**src/rtl/alu_cmd_sequencer.sv**
```systemverilog
// Command sequencer for the 4-bit ALU: latches a command onto the ALU pins,
// waits a settle window, then samples and packs the result into a response.
module alu_cmd_sequencer #(
  parameter int unsigned SETTLE_CYCLES = 1,
  parameter int unsigned CNT_W         = 8
) (
  input  logic             clk,
  input  logic             rst_n,
  input  logic             cmd_valid,
  output logic             cmd_ready,
  input  logic [1:0]       cmd_op,
  input  logic [3:0]       cmd_a,
  input  logic [3:0]       cmd_b,
  output logic [1:0]       alu_s,
  output logic [3:0]       alu_a,
  output logic [3:0]       alu_b,
  input  logic             alu_asc,
  input  logic [3:0]       alu_as,
  input  logic             alu_gt,
  input  logic             alu_eq,
  input  logic             alu_lt,
  input  logic [3:0]       alu_and,
  output logic             rsp_valid,
  input  logic             rsp_ready,
  output logic [1:0]       rsp_op,
  output logic [3:0]       rsp_data,
  output logic             rsp_carry,
  output logic [2:0]       rsp_cmp,
  output logic             rsp_zero,
  output logic             busy,
  output logic [CNT_W-1:0] done_count
);

  typedef enum logic [1:0] {IDLE, SETTLE, RESP} state_t;

  localparam logic [3:0] CNT_LOAD = 4'(SETTLE_CYCLES - 1);

  state_t           state_q, state_d;
  logic [3:0]       cnt_q, cnt_d;
  logic [1:0]       alu_s_q, alu_s_d;
  logic [3:0]       alu_a_q, alu_a_d;
  logic [3:0]       alu_b_q, alu_b_d;
  logic             rsp_valid_q, rsp_valid_d;
  logic [1:0]       rsp_op_q, rsp_op_d;
  logic [3:0]       rsp_data_q, rsp_data_d;
  logic             rsp_carry_q, rsp_carry_d;
  logic [2:0]       rsp_cmp_q, rsp_cmp_d;
  logic             rsp_zero_q, rsp_zero_d;
  logic [CNT_W-1:0] done_q, done_d;

  logic [3:0]       pk_data;
  logic             pk_carry;
  logic [2:0]       pk_cmp;
  logic             pk_zero;

  always_ff @(posedge clk or negedge rst_n) begin
    if (!rst_n) state_q <= IDLE;
    else        state_q <= state_d;
  end

  always_comb begin
    state_d = state_q;
    case (state_q)
      IDLE:    if (cmd_valid)     state_d = SETTLE;
      SETTLE:  if (cnt_q == 4'd0) state_d = RESP;
      RESP:    if (rsp_ready)     state_d = IDLE;
      default:                    state_d = IDLE;
    endcase
  end

  always_comb begin
    cmd_ready = (state_q == IDLE);
    busy      = (state_q != IDLE);
  end

  // Result selection keyed by the op already latched on the ALU select pins.
  always_comb begin
    pk_data  = 4'd0;
    pk_carry = 1'b0;
    pk_cmp   = 3'b000;
    pk_zero  = 1'b0;
    case (alu_s_q)
      2'b00, 2'b01: begin
        pk_data  = alu_as;
        pk_carry = alu_asc;
        pk_zero  = (alu_as == 4'd0);
      end
      2'b10: begin
        pk_cmp  = {alu_gt, alu_eq, alu_lt};
        pk_zero = alu_eq;
      end
      default: begin
        pk_data = alu_and;
        pk_zero = (alu_and == 4'd0);
      end
    endcase
  end

  always_comb begin
    cnt_d       = cnt_q;
    alu_s_d     = alu_s_q;
    alu_a_d     = alu_a_q;
    alu_b_d     = alu_b_q;
    rsp_valid_d = rsp_valid_q;
    rsp_op_d    = rsp_op_q;
    rsp_data_d  = rsp_data_q;
    rsp_carry_d = rsp_carry_q;
    rsp_cmp_d   = rsp_cmp_q;
    rsp_zero_d  = rsp_zero_q;
    done_d      = done_q;
    case (state_q)
      IDLE: begin
        alu_a_d = 4'd0;
        alu_b_d = 4'd0;
        if (cmd_valid) begin
          alu_s_d = cmd_op;
          alu_a_d = cmd_a;
          alu_b_d = cmd_b;
          cnt_d   = CNT_LOAD;
        end
      end
      SETTLE: begin
        if (cnt_q != 4'd0) begin
          cnt_d = cnt_q - 4'd1;
        end else begin
          rsp_valid_d = 1'b1;
          rsp_op_d    = alu_s_q;
          rsp_data_d  = pk_data;
          rsp_carry_d = pk_carry;
          rsp_cmp_d   = pk_cmp;
          rsp_zero_d  = pk_zero;
        end
      end
      RESP: begin
        if (rsp_ready) begin
          rsp_valid_d = 1'b0;
          done_d      = done_q + CNT_W'(1);
          alu_a_d     = 4'd0;
          alu_b_d     = 4'd0;
        end
      end
      default: ;
    endcase
  end

  always_ff @(posedge clk or negedge rst_n) begin
    if (!rst_n) begin
      cnt_q       <= 4'd0;
      alu_s_q     <= 2'b00;
      alu_a_q     <= 4'd0;
      alu_b_q     <= 4'd0;
      rsp_valid_q <= 1'b0;
      rsp_op_q    <= 2'b00;
      rsp_data_q  <= 4'd0;
      rsp_carry_q <= 1'b0;
      rsp_cmp_q   <= 3'b000;
      rsp_zero_q  <= 1'b0;
      done_q      <= '0;
    end else begin
      cnt_q       <= cnt_d;
      alu_s_q     <= alu_s_d;
      alu_a_q     <= alu_a_d;
      alu_b_q     <= alu_b_d;
      rsp_valid_q <= rsp_valid_d;
      rsp_op_q    <= rsp_op_d;
      rsp_data_q  <= rsp_data_d;
      rsp_carry_q <= rsp_carry_d;
      rsp_cmp_q   <= rsp_cmp_d;
      rsp_zero_q  <= rsp_zero_d;
      done_q      <= done_d;
    end
  end

  assign alu_s      = alu_s_q;
  assign alu_a      = alu_a_q;
  assign alu_b      = alu_b_q;
  assign rsp_valid  = rsp_valid_q;
  assign rsp_op     = rsp_op_q;
  assign rsp_data   = rsp_data_q;
  assign rsp_carry  = rsp_carry_q;
  assign rsp_cmp    = rsp_cmp_q;
  assign rsp_zero   = rsp_zero_q;
  assign done_count = done_q;

endmodule
```
**config.mk**
```make
export PLATFORM = sky130hd
export DESIGN_NAME = alu_cmd_sequencer
export DESIGN_NICKNAME = d
export VERILOG_FILES = /design/src/rtl/alu_cmd_sequencer.sv
export SDC_FILE = /design/constraint.sdc
export NUM_CORES = 1
export LEC_CHECK = 0
export CAP_MARGIN = 20
export CORE_UTILIZATION = 48
export DETAILED_ROUTE_END_ITERATION = 10
export GPL_TIMING_DRIVEN = 0
export PLACE_DENSITY_LB_ADDON = 0.08
export SYNTH_ARGS = -nofsm -noshare
export SYNTH_HDL_FRONTEND = slang
export SYNTH_SLANG_ARGS = --single-unit
```
**constraint.sdc**
```tcl
create_clock -name clk -period 3.9 [get_ports clk]
set_input_delay 0.78 -clock clk [delete_from_list [all_inputs] [get_ports clk]]
set_output_delay 0.78 -clock clk [all_outputs]
set_load 0.02 [all_outputs]
```
==> results.cfg <==
[worst_setup_path]
worst_setup_path_start_kind = flip-flop
crit_required_ps = 3120
path_class = reg -> out
cp-startpoint = state_q[1]
reg2reg_slack_ps = 2170
crit-reg2reg-launch = cnt_q[0]
arrival_ps = 1680
critPathCaptureType = output port
path_max_fanout = 7
rr_worst_depth = 6

[drt]
routed_wl_mm = 3.47
vias = 1291
drtPass1Iterations = 4
drc = 0
antenna_left = 0
routedWlPerCell_microns = 14.1
initialDrtViolationCount = 40
vias_per_cell = 5.25

[sta]
fmax_ghz = 0.406
fin_tns_setup_ps = 0
rsz0062_at_grt = no
finalHoldViolCount = 0
period_share = 0.631
drv_slew = 0
period_needed_ps = 2460
relSlewSlack = 0.496
tightest_slew_ps = 756
skew_ps = 11.1
setup_viol = 0
setup_ws_ps = 1440

[logic_synthesis]
yosys.area.top_type = dfrtp_1
synth_top_area_frac = 0.552
synth_edf_count = 0
synth_warnings = 0
synth_cells = 137
syn_avg_cell_area_sq_um = 11.9
synth_area_sq_mm = 0.00163
yosysUniqueCellTypes = 39
synthTopCellsByArea = dfrtp_1 55%, a22o_1 4.3%, mux2_4 3.7%
synth_nets = 166
ys_async_sr_fraction = 1.00
yosysSeqAreaShare = 0.552
synth_seq_cells = 36
synth_ff_type = dfrtp_1

[cts]
clk_latency_ps = 340
htreeDepth = 2
cts_setup_buffers = 0
cts-root-buf = clkbuf_4
clkSlewWorstSetupHoldPaths_ps = 100
cts_buffers = 5
cts_tree = yes
clkSinkCount = 36
cts_resized = 0
ctsHoldBuffers = 0
cts_buffer_depth = 2

[cells_and_area]
drive_gt1_frac = 0.124
area_delta_synth_final_pct = 42.7
diodes = 0
stdcell_area_sq_mm = 0.00233
fillCellCount = 230
multi_input_area_sq_um = 669
nets = 230
mostFrequentLayoutCell = clkdlybuf4s50_1
seq_area_sq_um = 901
layout_common_cells = 56 x clkdlybuf4s50_1, 36 x dfrtp_1, 10 x a21oi_1

[die]
start_util = 0.522
num_rows = 20
core_sq_mm = 0.00313
ios = 58
dieArea_sq_mm = 0.00364
die_y_microns = 60.3
die_w_microns = 60.3

[placed_design]
hpwl_mm = 2.62
detailed_place.area_sq_mm = 0.00225
place_congestion = 0.804
io_buffers = 57
pre_cts_slack_ps = 1800

[power_and_ir_drop]
leakage_nw = 1.04
p_per_area_mw_per_mm2 = 790
vdd_ir_drop_max_mv = 0.523

[outcome]
outcome = finished, final reports clean

[min_path]
hold_path.startpoint = done_count[7]
timing.hold.worst_path_depth = 1
hold_path_class = reg -> reg

[grt]
grt_pass1_vias = 1260
grt_max_degree = 37
grt_antenna_before_repair = 0
grt.overflow.total = 0
grt_usage = 0.208
grt_pass1_wl_mm = 5.41

[job]
cap_violations = 0
[cells in the mapped netlist, types with 2 or more instances]
cell type / count
clkbuf_1: 2
nor4_1: 2
nor2b_1: 4
or4_1: 2
o311ai_0: 2
xor2_1: 4
nand2_1: 4
xnor2_1: 3
nand3_1: 7
o21ai_0: 3
nor3_1: 2
inv_2: 3
a21o_1: 2
a31oi_1: 4
a21oi_1: 10
nor2_1: 3
buf_6: 2
inv_1: 4
mux2_4: 4
mux2_1: 2
dfrtp_1: 36
ha_1: 3
a22o_1: 8
mux2_2: 4
and3b_1: 3
[worst paths after layout]
path | to
worst max register to register | rsp_op[1]
min in group asynchronous | rsp_cmp[0]
worst max-delay path | cmd_ready
max in group asynchronous | rsp_op[1]
worst min register to register | done_count[7]
worst min-delay path | done_count[7]
[through the flow]
step | total power, mW | util | hold slack, ps | std cells
2_1_floorplan | 1.19 | - | 484 | 137
3_3_place_gp | 1.56 | 0.722 | 455 | 238
3_5_place_dp | 1.60 | 0.720 | 461 | 238
4_1_cts | 1.85 | 0.744 | 483 | 246
5_1_grt | 1.95 | 0.744 | 511 | 246
6_report | 1.84 | 0.744 | 476 | 246
[cells by family (layout without fill, tap and decap cells)]
| logic type | after synthesis | in the layout | share of synthesized area |
|---|---|---|---|
| adder cells (fa/ha/maj) | 3 | 3 | 0.0230 |
| AND/OR/NAND/NOR | 38 | 38 | 0.146 |
| multiplexers | 10 | 10 | 0.0782 |
| AO/OA/AOI/OAI | 31 | 31 | 0.126 |
| XOR/XNOR | 7 | 7 | 0.0376 |
| buffers and inverters | 12 | 77 | 0.0376 |
| flip-flops | 36 | 36 | 0.552 |
[flip-flops by register name, indices dropped and copies added, names as in the netlist]
name and count:
cnt_q 4, done_count 8, rsp_valid 1, alu_b 4, rsp_op 2, rsp_zero 1, rsp_data 4, alu_a 4
state_q 2, rsp_carry 1, alu_s 2, rsp_cmp 3
[critical path, cell delays in order (launching register included)]
cell	delay, ps
dfrtp_1	460
inv_2	130
nand2_1	100
inv_2	60
clkdlybuf4s50_1	590
[metal layers]
metal | global-route usage | part of all wire | vias to the layer above
li1 | - | - | 622
met1 | 0.251 | 0.42 | 629
met2 | 0.341 | 0.51 | 35
met3 | 0.0758 | 0.057 | 5
met4 | 0.0764 | 0.013 | 0
met5 | 0 | 0 | -
[power breakdown]
group          internal [mW]  switching (mW)  total [mW]
logic                  0.484           0.465       0.950
registers              0.524           0.113       0.637
clock network          0.134           0.119       0.253
total                   1.14           0.698        1.84
[area by class of cell]
cell class,count,share of cell area
plain buffers,5,0.0150
flip-flops and latches,36,0.387
inverters,7,0.0113
clock buffers,6,0.0177
well taps,44,0.0236
multi-input cells,89,0.287
clock inverters,2,0.0150
repair buffers,57,0.243
(Power assumes the default switching activity.)
